## src/rtl/lsu_bus_ctrl_pkg.sv

```systemverilog
// Shared types and helpers for the load/store bus controller.
// Optional feature macro used by the top: LSU_MISALIGN_TRAP_EN.
package lsu_bus_ctrl_pkg;

   typedef enum logic [1:0] {IDLE, REQ, RESP} lsu_state_t;

   typedef logic [31:0] RV32I_OPERAND_t;

   // Only LB..SW are memory accesses; the rest exist so the core can hand us
   // something that is not a load/store and get an error back.
   typedef enum logic [3:0] {
      LB, LH, LW, LBU, LHU, SB, SH, SW, ADD, ADDI, BEQ, JAL
   } RV32I_INSTRUCTION_MNEMONIC_t;

   localparam logic [3:0] LSU_BE_BYTE = 4'b0001;
   localparam logic [3:0] LSU_BE_HALF = 4'b0011;
   localparam logic [3:0] LSU_BE_WORD = 4'b1111;

   function automatic logic is_load(RV32I_INSTRUCTION_MNEMONIC_t m);
      return (m == LB) || (m == LH) || (m == LW) || (m == LBU) || (m == LHU);
   endfunction

   function automatic logic is_store(RV32I_INSTRUCTION_MNEMONIC_t m);
      return (m == SB) || (m == SH) || (m == SW);
   endfunction

   function automatic logic is_half(RV32I_INSTRUCTION_MNEMONIC_t m);
      return (m == LH) || (m == LHU) || (m == SH);
   endfunction

   function automatic logic is_word(RV32I_INSTRUCTION_MNEMONIC_t m);
      return (m == LW) || (m == SW);
   endfunction

   // Access is misaligned when its low address bits break natural alignment.
   function automatic logic misaligned(RV32I_INSTRUCTION_MNEMONIC_t m, logic [1:0] lo);
      return (is_half(m) && lo[0]) || (is_word(m) && (lo != 2'b00));
   endfunction

   // Low address bits forced to the natural alignment of the access size.
   function automatic logic [1:0] align_lo(RV32I_INSTRUCTION_MNEMONIC_t m, logic [1:0] lo);
      if (is_word(m)) return 2'b00;
      if (is_half(m)) return {lo[1], 1'b0};
      return lo;
   endfunction

   function automatic logic [3:0] store_be(RV32I_INSTRUCTION_MNEMONIC_t m, logic [1:0] lo);
      if (m == SB) return LSU_BE_BYTE << lo;
      if (m == SH) return LSU_BE_HALF << {lo[1], 1'b0};
      return LSU_BE_WORD;
   endfunction

   // Store data is replicated across all lanes so the bus only needs byte enables.
   function automatic RV32I_OPERAND_t store_wdata(RV32I_INSTRUCTION_MNEMONIC_t m, RV32I_OPERAND_t d);
      if (m == SB) return {4{d[7:0]}};
      if (m == SH) return {2{d[15:0]}};
      return d;
   endfunction

endpackage

```

## src/rtl/lsu_load_align.sv

```systemverilog
// Load data alignment: shifts the addressed lane down and sign/zero extends.
module lsu_load_align
   import lsu_bus_ctrl_pkg::*;
(
   input  logic [3:0]  mnemonic_i,
   input  logic [1:0]  addr_lo_i,
   input  logic [31:0] word_i,
   output logic [31:0] result_o
);

   RV32I_INSTRUCTION_MNEMONIC_t mn;
   logic [31:0]                 lane;

   assign mn   = RV32I_INSTRUCTION_MNEMONIC_t'(mnemonic_i);
   assign lane = word_i >> {addr_lo_i, 3'b000};

   // Extend the selected lane according to access size and signedness.
   always_comb begin
      result_o = lane;
      case (mn)
         LB:      result_o = {{24{lane[7]}}, lane[7:0]};
         LH:      result_o = {{16{lane[15]}}, lane[15:0]};
         LBU:     result_o = {24'h0, lane[7:0]};
         LHU:     result_o = {16'h0, lane[15:0]};
         default: result_o = lane;
      endcase
   end

endmodule

```

## src/rtl/lsu_bus_ctrl.sv

```systemverilog
// Load/store sequencer between the execute stage and the data bus.
// Optional: define LSU_MISALIGN_TRAP_EN to turn misaligned accesses into error
// responses; otherwise low address bits are forced to natural alignment.
module lsu_bus_ctrl
   import lsu_bus_ctrl_pkg::*;
#(
   parameter int TIMEOUT_CYCLES = 16,
   parameter int ADDR_W         = 32
) (
   input  logic              clk,
   input  logic              rst_n,
   input  logic              req_valid,
   output logic              req_ready,
   input  logic [3:0]        mnemonic,
   input  logic [ADDR_W-1:0] addr,
   input  logic [31:0]       wr_data,
   output logic              bus_req,
   output logic              bus_we,
   output logic [ADDR_W-1:0] bus_addr,
   output logic [3:0]        bus_be,
   output logic [31:0]       bus_wrdata,
   input  logic              bus_ack,
   input  logic [31:0]       bus_rddata,
   output logic              rsp_valid,
   output logic [31:0]       rsp_rddata,
   output logic              rsp_err,
   output logic              stall
);

   localparam int CNT_W = (TIMEOUT_CYCLES > 1) ? $clog2(TIMEOUT_CYCLES) : 1;

   RV32I_INSTRUCTION_MNEMONIC_t mn;
   lsu_state_t                  state_q;
   logic [CNT_W-1:0]            cnt_q;
   logic                        bus_req_q, bus_we_q, rsp_valid_q, rsp_err_q;
   logic [ADDR_W-1:0]           bus_addr_q;
   logic [3:0]                  bus_be_q, be_d;
   logic [31:0]                 bus_wrdata_q, wdata_d, rsp_rddata_q, load_word;
   logic [3:0]                  mn_q;
   logic [1:0]                  lo_q, lo_d;
   logic                        legal, trap;

   assign mn    = RV32I_INSTRUCTION_MNEMONIC_t'(mnemonic);
   assign legal = is_load(mn) || is_store(mn);

`ifdef LSU_MISALIGN_TRAP_EN
   assign trap = misaligned(mn, addr[1:0]);
`else
   assign trap = 1'b0;
`endif

   // Bus-side fields derived from the incoming request, latched on accept.
   always_comb begin
      lo_d    = align_lo(mn, addr[1:0]);
      be_d    = is_store(mn) ? store_be(mn, addr[1:0]) : LSU_BE_WORD;
      wdata_d = store_wdata(mn, wr_data);
   end

   lsu_load_align u_align (
      .mnemonic_i (mn_q),
      .addr_lo_i  (lo_q),
      .word_i     (bus_rddata),
      .result_o   (load_word)
   );

   // Access sequencer: IDLE accepts, REQ runs the handshake, RESP pulses the response.
   always_ff @(posedge clk or negedge rst_n) begin
      if (!rst_n) begin
         state_q      <= IDLE;
         cnt_q        <= '0;
         bus_req_q    <= 1'b0;
         bus_we_q     <= 1'b0;
         bus_addr_q   <= '0;
         bus_be_q     <= '0;
         bus_wrdata_q <= '0;
         rsp_valid_q  <= 1'b0;
         rsp_rddata_q <= '0;
         rsp_err_q    <= 1'b0;
         mn_q         <= '0;
         lo_q         <= '0;
      end else begin
         case (state_q)
            IDLE: begin
               if (req_valid) begin
                  if (!legal || trap) begin
                     // Rejected without touching the bus.
                     state_q      <= RESP;
                     rsp_valid_q  <= 1'b1;
                     rsp_err_q    <= 1'b1;
                     rsp_rddata_q <= '0;
                  end else begin
                     state_q      <= REQ;
                     cnt_q        <= '0;
                     bus_req_q    <= 1'b1;
                     bus_we_q     <= is_store(mn);
                     bus_addr_q   <= {addr[ADDR_W-1:2], 2'b00};
                     bus_be_q     <= be_d;
                     bus_wrdata_q <= wdata_d;
                     mn_q         <= mnemonic;
                     lo_q         <= lo_d;
                  end
               end
            end
            REQ: begin
               // Ack has priority over a timeout expiring in the same cycle.
               if (bus_ack) begin
                  state_q      <= RESP;
                  bus_req_q    <= 1'b0;
                  rsp_valid_q  <= 1'b1;
                  rsp_err_q    <= 1'b0;
                  rsp_rddata_q <= bus_we_q ? 32'h0 : load_word;
               end else if (cnt_q == CNT_W'(TIMEOUT_CYCLES - 1)) begin
                  state_q      <= RESP;
                  bus_req_q    <= 1'b0;
                  rsp_valid_q  <= 1'b1;
                  rsp_err_q    <= 1'b1;
                  rsp_rddata_q <= '0;
               end else begin
                  cnt_q <= cnt_q + 1'b1;
               end
            end
            RESP: begin
               state_q      <= IDLE;
               rsp_valid_q  <= 1'b0;
               rsp_err_q    <= 1'b0;
               rsp_rddata_q <= '0;
            end
            default: state_q <= IDLE;
         endcase
      end
   end

   assign req_ready  = (state_q == IDLE);
   assign stall      = (state_q != IDLE) | req_valid;
   assign bus_req    = bus_req_q;
   assign bus_we     = bus_we_q;
   assign bus_addr   = bus_addr_q;
   assign bus_be     = bus_be_q;
   assign bus_wrdata = bus_wrdata_q;
   assign rsp_valid  = rsp_valid_q;
   assign rsp_rddata = rsp_rddata_q;
   assign rsp_err    = rsp_err_q;

endmodule

```

## config.mk

```make
export PLATFORM = sky130hd
export DESIGN_NAME = lsu_bus_ctrl
export DESIGN_NICKNAME = d
export VERILOG_FILES = /design/src/rtl/lsu_bus_ctrl_pkg.sv /design/src/rtl/lsu_load_align.sv /design/src/rtl/lsu_bus_ctrl.sv
export SDC_FILE = /design/constraint.sdc
export NUM_CORES = 1
export LEC_CHECK = 0
export CAP_MARGIN = 0
export CORE_MARGIN = 4
export CORE_UTILIZATION = 45
export DETAILED_ROUTE_END_ITERATION = 10
export PLACE_DENSITY = 0.81
export RECOVER_POWER = 25
export SLEW_MARGIN = 25
export SYNTH_ARGS = -nofsm -noshare
export SYNTH_HDL_FRONTEND = slang
export SYNTH_SLANG_ARGS = --single-unit
export TNS_END_PERCENT = 20
```

## constraint.sdc

```tcl
create_clock -name clk -period 2.4 [get_ports clk]
set_clock_uncertainty 0.05 [all_clocks]
set_input_delay 0.6 -clock clk [delete_from_list [all_inputs] [get_ports clk]]
set_output_delay 0.6 -clock clk [all_outputs]
set_load 0.1 [all_outputs]
```

==> summary.md <==
| Metric | Value |
|---|---|
| Max-Cap Viols | 1 |
| Worst Hold Class | reg2reg |
| Rel. slew slack | -15.2% |
| Fin. max-slew vios | 34 |
| Unrepaired setup endpoints after global routing | no |
| Crit path capture type | primary output |
| Area share of the largest cell type after synthesis | 51.5% |
| Setup WS post-layout | ~0.058 ns |
| Mapped Cells | between 500 and 600 |
| Die area | roughly 0.014 sq mm |
| Net count, final | just over 900 |
| Clk sink count | around 110 |
| Routed via count | roughly 5300 |
| Ports | 210 |
| Dpl ws | -0.132 ns |
| Mux contribution to synthesized area | 7.99% |
| Crit Path Class | in2out |
| CP Launch Type | input port |
| Final Setup Violations | 0 |
| Total GRT Usage | approximately a quarter |
| Vias in the first global route | 5440 |
| Pin count of the biggest net entering global routing | between 50 and 60 |
| HPWL Detailed | between 10 and 15 mm |
| Synth Flop Type | dfrtp_1 |
| Via-to-Cell Ratio | around 5.4 |
| Synth async-reset ratio | 100% |
| Placer's final routability congestion estimate | ~0.92 |
| Antenna violations before repair | 0 |
| Post-synthesis xor/xnor area fraction | less than 1% |
| GRT overflow | 0 |
| DRT Pass-1 Iters | 5 |
| Yosys reg bits | approximately 110 |
| Post-Syn Area | 0.00554 sq mm |
| Largest family of logic cells by synthesized area | simple AND/OR/NAND/NOR gates |
| Synth Warn # | 0 |
| Status | finished, violations left |
| DRC marker count from the first detailed-route iteration | approximately 480 |
| Number of placement rows | 40 |
| Design Area, Final | approximately 0.0084 sq mm |
| DRC viols | 0 |
| Crit path DAT | between 1.5 and 2 ns |
| Clock latency at the later pin of the worst-skew pair | 0.40 ns |
| Total CTS buffers | 17 |
| Worst slew pin tran | around 1.7 ns |
| Post-synth top area cell | dfrtp_1 |
| Setup TNS | 0 ns |
| Fmax | 427 MHz |
| Die width | around 120 microns |
| Distinct cell type count after synthesis | between 40 and 50 |
| First-pass GRT wire length | between 20 and 30 mm |
| Failing checks | max-capacitance violations, max-slew violations |
| Placed Area | around 0.0077 sq mm |
| Worst path required time | approximately 1.8 ns |
| Simple-Gate Fraction of Synth Area | between 20% and 30% |
| H-tree depth | 4 |
| Clock Path Buffers | 2 |
| Routed wire length per instance | around 18 microns |
| Diode count | 0 |
| Synth area leaders | dfrtp_1 (51%), nand2_1 (11%), mux2i_1 (6.0%), o21ai_0 (5.5%), a221o_1 (3.1%) |
| Core ar. | ~0.012 sq mm |
| Cts hold-fix bufs | 0 |
| Layout cells sized above 1 | between 20 and 25% |
| Sequential share of the synthesized area | 51.5% |
| CTS Root Cell | clkbuf_16 |
| PortBufs | 207 |
| ANT nets after route | 0 |
| Setup Fix Bufs, Post-CTS | 0 |
| Most common cell after layout, fill and taps aside | nand2_1 |
| Clock slew at reported path FFs | 0.05 ns |
| Post-synthesis compound-gate area fraction | between 10% and 20% |
| CTS tree | done |
| Post-cts resize count | 0 |
| Final Util | 69.6% |
| Initial Util | 46.1% |
| Most frequent cells in the layout | nand2_1 (166), buf_4 (130), dfrtp_1 (114) |
| Routed WL | approximately 17 mm |
| Fin crit share | between 90% and 100% |
| Hold Vio Cnt, Final | 0 |
| Min cycle time layout | 2.34 ns |
| Die H | 119 microns |
| Maximum fanout along the worst path | 4 |
| Number of flops mapped to enable cells by yosys | 0 |
| Adder-cell share of the synthesized area | less than 1% |
| Avg Cell Area, Syn | roughly 9 sq um |
| Area Overhead vs Synth | 50.8% |
synth_stat cells, drive strengths merged, types with 3 or more instances:
cell / count
clkbuf: 22
a221o: 17
or3: 4
buf: 19
nand2: 166
o22ai: 9
and2: 7
a21oi: 27
mux2: 10
o21ai: 65
a22o: 8
dfrtp: 114
nor3: 12
nor2: 28
nand2b: 12
nor2b: 7
mux2i: 33
nand3: 8
inv: 4
nand3b: 3
per-stage QoR:
step	std cells	hold slack, ns
6_report	979	0.423
2_1_floorplan	599	0.254
4_1_cts	979	0.0817
3_5_place_dp	947	0.412
5_1_grt	979	0.444
3_3_place_gp	947	0.410
cell families (layout without fill, tap and decap cells):
logic type,after synthesis,in the layout
xor gates and xnor gates,2,2
muxes,43,43
DFF,114,114
adders and majority gates,1,1
buffers and inverters,46,279
and+or+nand+nor,254,254
AOI/OAI and AO/OA,137,137
other,1,2
layout make-up:
type	count	area, sq um
Sequential cell	114	2850
Clock buffer	18	439
Inverter	5	18.8
Fill cell	937	3650
Timing Repair Buffer	242	2170
Multi-Input combinational cell	439	2490
Tap cell	147	184
Clock inverter	14	201
state kept, by name, summed over array words and instances, names as in the netlist:
name,flops
bus_req,1
bus_wrdata,32
rsp_err,1
bus_be,4
lo_q,2
bus_addr,30
cnt_q,4
mn_q,4
state_q,2
rsp_rddata,32
bus_we,1
rsp_valid,1
worst paths after layout:
check | slack (ns) | start | cells after the start | end
min in group asynchronous | 0.59 | rst_n | 1 | rsp_rddata[5]$_DFFE_PN0P_
max in group asynchronous | 0.45 | rst_n | 2 | bus_wrdata[13]$_DFFE_PN0P_
worst max-delay path | 0.06 | req_valid | 4 | stall
worst min register to register | 0.42 | bus_addr[20]$_DFFE_PN0P_ | 2 | bus_addr[20]$_DFFE_PN0P_
worst max register to register | 0.43 | bus_we$_DFFE_PN0P_ | 5 | rsp_rddata[27]$_DFFE_PN0P_
worst min-delay path | 0.42 | bus_addr[20]$_DFFE_PN0P_ | 2 | bus_addr[20]$_DFFE_PN0P_
layer usage:
layer / GRT usage [%] / share of wire [%]
met3: 9.07 / 9.7
met4: 8.04 / 2.1
met5: 0 / 0
met2: 41.1 / 49
met1: 29.3 / 39
critical path, stage by stage:
cell,delay [ns]
clkdlybuf4s50_1,0.47
nor3_1,0.26
inv_1,0.16
buf_12,0.20
Power is not shown: default switching activity piles up to over one toggle a cycle in this logic, so the estimate is an artifact.
